==> src/rtl/pc_unit.sv <==
// Program counter unit: holds the fetch address and advances it sequentially
// or by branch/jump redirect. Counts retired advances and flags misaligned
// register jumps. Two-state run/halt control.
//
// state  | meaning
// RUN    | PC advances every cycle unless stalled or halting
// HALTED | PC and counter frozen until resume
module pc_unit #(
  parameter logic [31:0] RESET_VECTOR = 32'h0000_0000,
  parameter int          COUNT_W      = 32
) (
  input  logic               clock,
  input  logic               reset,
  input  logic               stall,
  input  logic               halt,
  input  logic               resume,
  input  logic               branch_taken,
  input  logic [15:0]        branch_offset,
  input  logic               jump,
  input  logic [25:0]        jump_target,
  input  logic               jump_reg,
  input  logic [31:0]        reg_target,
  output logic [31:0]        pc,
  output logic [31:0]        pc_plus4,
  output logic               running,
  output logic               misaligned,
  output logic [COUNT_W-1:0] retired
);

  typedef enum logic {
    RUN    = 1'b0,
    HALTED = 1'b1
  } state_t;

  state_t      state;
  logic [29:0] next_word;
  logic [29:0] branch_words;

  // Sequential address; wraps naturally modulo 2^32.
  assign pc_plus4 = pc + 32'd4;

  // Offset is in words, so sign-extend straight into the word-address domain.
  assign branch_words = {{14{branch_offset[15]}}, branch_offset};

  // Next word address, highest-priority redirect first. Working in word
  // addresses keeps pc[1:0] at zero by construction.
  always_comb begin
    next_word = pc_plus4[31:2];
    if (jump_reg) begin
      next_word = reg_target[31:2];
    end else if (jump) begin
      next_word = {pc_plus4[31:28], jump_target};
    end else if (branch_taken) begin
      next_word = pc_plus4[31:2] + branch_words;
    end
  end

  // Run/halt control with PC, counter and sticky misaligned flag updates.
  always_ff @(posedge clock) begin
    if (reset) begin
      state      <= RUN;
      running    <= 1'b1;
      pc         <= {RESET_VECTOR[31:2], 2'b00};
      retired    <= '0;
      misaligned <= 1'b0;
    end else begin
      case (state)
        RUN: begin
          if (halt) begin
            state   <= HALTED;
            running <= 1'b0;
          end else if (!stall) begin
            pc      <= {next_word, 2'b00};
            retired <= retired + COUNT_W'(1);
            if (jump_reg && (reg_target[1:0] != 2'b00)) begin
              misaligned <= 1'b1;
            end
          end
        end
        HALTED: begin
          // Resume only re-enables; the first advance is on the following edge.
          if (resume) begin
            state   <= RUN;
            running <= 1'b1;
          end
        end
        default: begin
          state   <= RUN;
          running <= 1'b1;
        end
      endcase
    end
  end

endmodule

==> config.mk <==
export PLATFORM = sky130hd
export DESIGN_NAME = pc_unit
export DESIGN_NICKNAME = d
export VERILOG_FILES = /design/src/rtl/pc_unit.sv
export SDC_FILE = /design/constraint.sdc
export NUM_CORES = 1
export LEC_CHECK = 0
export CAP_MARGIN = 30
export CORE_MARGIN = 10
export CORE_UTILIZATION = 43
export DETAILED_ROUTE_END_ITERATION = 10
export PLACE_DENSITY = 0.89
export SLEW_MARGIN = 20
export SYNTH_ARGS = -nofsm -noshare
export SYNTH_HDL_FRONTEND = slang
export SYNTH_SLANG_ARGS = --single-unit
==> constraint.sdc <==
create_clock -name clock -period 3.3 [get_ports clock]
set_input_delay 0.66 -clock clock [delete_from_list [all_inputs] [get_ports clock]]
set_output_delay 0.66 -clock clock [all_outputs]
set_load 0.005 [all_outputs]
==> results of run 1 <==
==> what timing repair did <==
action | 4_1_cts | 5_1_grt
setup endpoints to repair | 11 | 24
buffers inserted | 4 | 9
pin swaps | 11 | 41
hold buffers | 0 | 0
hold endpoints to repair | 0 | 0
gates resized for setup | 17 | 78
==> flip-flops by register name, summed over array words and instances, names as in the netlist <==
| signal | flops |
|---|---|
| misaligned | 1 |
| pc | 30 |
| retired | 32 |
| running | 1 |
| state | 1 |
==> cell type report <==
type                            instances  area, sq um
Multi-Input combinational cell        619         4380
Fill cell                             923         3620
Timing Repair Buffer                  308         2770
Sequential cell                        65         1310
Clock buffer                            9          225
Tap cell                              172          215
Clock inverter                          7         85.1
Inverter                               16         65.1
==> power by group through the flow <==
stage	registers, W	logic [W]	clock network [W]
after detailed placement	0.000857	0.000874	0
final	0.000846	0.000974	0.00102
after global routing	0.000849	0.00104	0.00106
after CTS	0.000841	0.000888	0.00102
after floorplan	0.000864	0.000418	0
after global placement	0.000856	0.000863	0
==> cell families after synthesis <==
| family | count (synthesis) | synth area share |
|---|---|---|
| and+or+nand+nor | 272 | 0.242 |
| buffers and inverters | 52 | 0.0545 |
| muxes | 9 | 0.0163 |
| AOI/OAI and AO/OA | 225 | 0.254 |
| other | 1 | 0.000670 |
| xor gates and xnor gates | 71 | 0.114 |
| adders and majority gates | 38 | 0.0863 |
| DFF | 65 | 0.232 |
==> synth_stat cells (14+ instances only) <==
cell and instances:
nand4_1 21, nand3_1 29, a21o_1 22, o211ai_1 14, and3_1 15, clkbuf_1 18, nor2_1 78, o21ai_0 50
nand2_1 75, a21oi_1 65, inv_1 15, ha_1 37, dfxtp_1 65, xnor2_1 35, a211oi_1 16, xor2_1 34
==> worst min-delay path by stage <==
stage                       to  slack (ns)  cells past startpoint
floorplan           misaligned        0.46                      2
global placement    misaligned        0.45                      2
detailed placement  misaligned        0.46                      2
CTS                 misaligned        0.47                      2
global route        misaligned        0.50                      2
finish              misaligned        0.47                      2
==> stage by stage <==
stage | instance area (sq um) | hold slack [ns] | setup TNS [ns] | instances
3_3_place_gp | 8260 | 0.451 | -0.698 | 1167
4_1_cts | 8650 | 0.474 | -0.0228 | 1187
3_5_place_dp | 8260 | 0.460 | -1.44 | 1167
5_1_grt | 9050 | 0.503 | -1.12 | 1196
2_1_floorplan | 5630 | 0.463 | 0 | 736
6_report | 9050 | 0.470 | -0.0775 | 1196
==> cells in the final DEF, fill, tap and decap left out, drive strengths merged, types with 32 or more instances in the layout <==
cell and n:
clkdlybuf4s50 172, buf 134, nor2 80, nand2 75, dfxtp 65, a21oi 65
o21ai 52, ha 37, xnor2 37, xor2 34, nand3 32
==> layer usage <==
metal	vias up	share of wire	global-route usage
met5	-	0	0
met4	0	0.044	0.103
li1	3256	-	-
met3	98	0.10	0.0676
met1	3287	0.39	0.304
met2	439	0.47	0.413
==> critical path: cells and delay by family, from the launching register on <==
family	cells	cell delay (ns)
and+or+nand+nor	7	1.32
DFF	1	0.35
adders and majority gates	2	0.45
AOI/OAI and AO/OA	5	0.93
xor gates and xnor gates	1	0.18
==> key figures, run 1 <==
Outcome
  • Run status: complete, but fails checks
  • Failing checks: negative setup slack

Timing
  • Post-route setup slack: -0.0697 ns
  • Fin crit period: 3.37 ns
  • Final Skew: 0.00688 ns
  • Endpoints failing hold: 0
  • Final setup violation count: 2
  • Period utilisation layout: 1.02
  • Fmax: 297 MHz
  • RSZ-0062 raised after global routing: true
  • Max-slew headroom: 0.534
  • Final Max Tran Viols: 0
  • Least-Margin Pin Slew: 0.699 ns

Critical path
  • Crit path capture: pc[31]
  • Reg2reg end: pc[31]
  • CP required: 3.55 ns
  • R2R Setup Slk: -0.07 ns
  • Worst setup EP type: flip-flop
  • Crit path launch type: flip-flop
  • Critical-path top delay cell: dfxtp_2
  • Worst path max stage delay: 0.35 ns
  • Critical Path Fanout Max: 3
  • Worst-path cell chain: ha_4 -> and4_4 -> nand2_4 -> nor2_4 -> nand4_1 -> xnor2_2 -> ha_1 -> nand4_1 -> nor4_4 -> nand3_1 -> o21ai_2 -> o21ai_2 -> a21o_1 -> a31o_2 -> a31o_1
  • Worst Setup SP: pc[3]
  • Crit path DAT: 3.62 ns
  • FF-to-FF Start: pc[3]
  • R2R depth: 15
  • Class of the most critical setup path: flip-flop to flip-flop

Clock network
  • H-tree Lvls: 3
  • Clock root cell: clkbuf_16
  • CTS tree: yes
  • Clock buffer depth: 2
  • Num CTS Buffers: 9
  • Clock slew at reported path FFs: 0.06 ns
  • Clock Latency Late Sink: 0.35 ns
  • CTS sink cnt: 65

Layout
  • Final Util: 0.714
  • Layout area overhead: 61.6%
  • Layout cell share with drive strength beyond 1: 0.238
  • Antenna cells: 0
  • Final nets: 1,139

Logic synthesis
  • Syn. warnings: 0
  • Most area-consuming cells after synthesis: dfxtp_1, ha_1, a21oi_1, xnor2_1, xor2_1
  • Yosys top cell area share: 0.232
  • Synth Flop Type: dfxtp_1
  • Sequential fraction of the synthesis area: 0.232
  • Post-synth ARST share: 0
  • Cells after Synth: 733
  • Mapped cell area: 5600 sq um
  • Yosys cell types: 69
  • Synth Area per Inst: 7.64 sq um
  • Synth area leader: dfxtp_1
  • Post-synth EDFFs: 0
  • Yosys reg bits: 65

Power
  • Sw Pwr: 0.000931 W
  • Leakage power: 3.86 nW
  • Seq pwr share: 0.298
  • Power per cell area: 314 nW/um^2
  • Sw Ratio: 0.327
  • Pint: 0.00191 W
  • Comb pwr share: 0.342
  • Total power: 0.00284 W
  • Worst VDD drop: 0.000249 V
  • Clk pwr share: 0.360

Routing
  • Final ANT Viol Nets: 0
  • DR iter-0 viols: 717
  • Via count: 7,080
  • Wire per inst: 20.9 um
  • DRC viols: 0
  • Pre-antenna DRT Iters: 8
  • Total wire length: 24.9 mm
  • Via/cell ratio: 5.92

Placement
  • DP HPWL: 18.2 mm
  • GPL Wtd Cong: 0.991
  • Pre-CTS WS: -0.227 ns
  • IO Port Bufs: 175

GRT
  • Largest net degree at the start of global routing: 58
  • All-Layer GR Usage: 0.251
  • Vias in the first global route: 6,887
  • GR Overflow Total: 0
  • Initial antenna violation count: 0
  • First-pass GRT wire length: 36.9 mm

Floorplanning
  • Initial core utilization: 0.442
  • Die Span X: 134 um
  • IO Pins: 180
  • Core box area: 12,700 sq um
  • Num rows: 41
  • DIE HEIGHT: 134 um
  • Die area: 18,000 sq um

Flow run
  • Maximum Capacitance Violations: 0

Worst hold path
  • Hold Path Class: flip-flop to flip-flop
  • Hold path start: misaligned
Power figures use the tool's default switching activity.
==> run 2, diff against run 1 <==
ABC_CLOCK_PERIOD_IN_PS = 3300   (was not set)
CTS_BUF_LIST = sky130_fd_sc_hd__clkbuf_4 sky130_fd_sc_hd__clkbuf_8 sky130_fd_sc_hd__clkbuf_16   (was not set)
CTS_CLUSTER_SIZE = 24   (was not set)
==> results of run 2 <==
No change in the layout: final DEF, timing and power equal those of run 1.
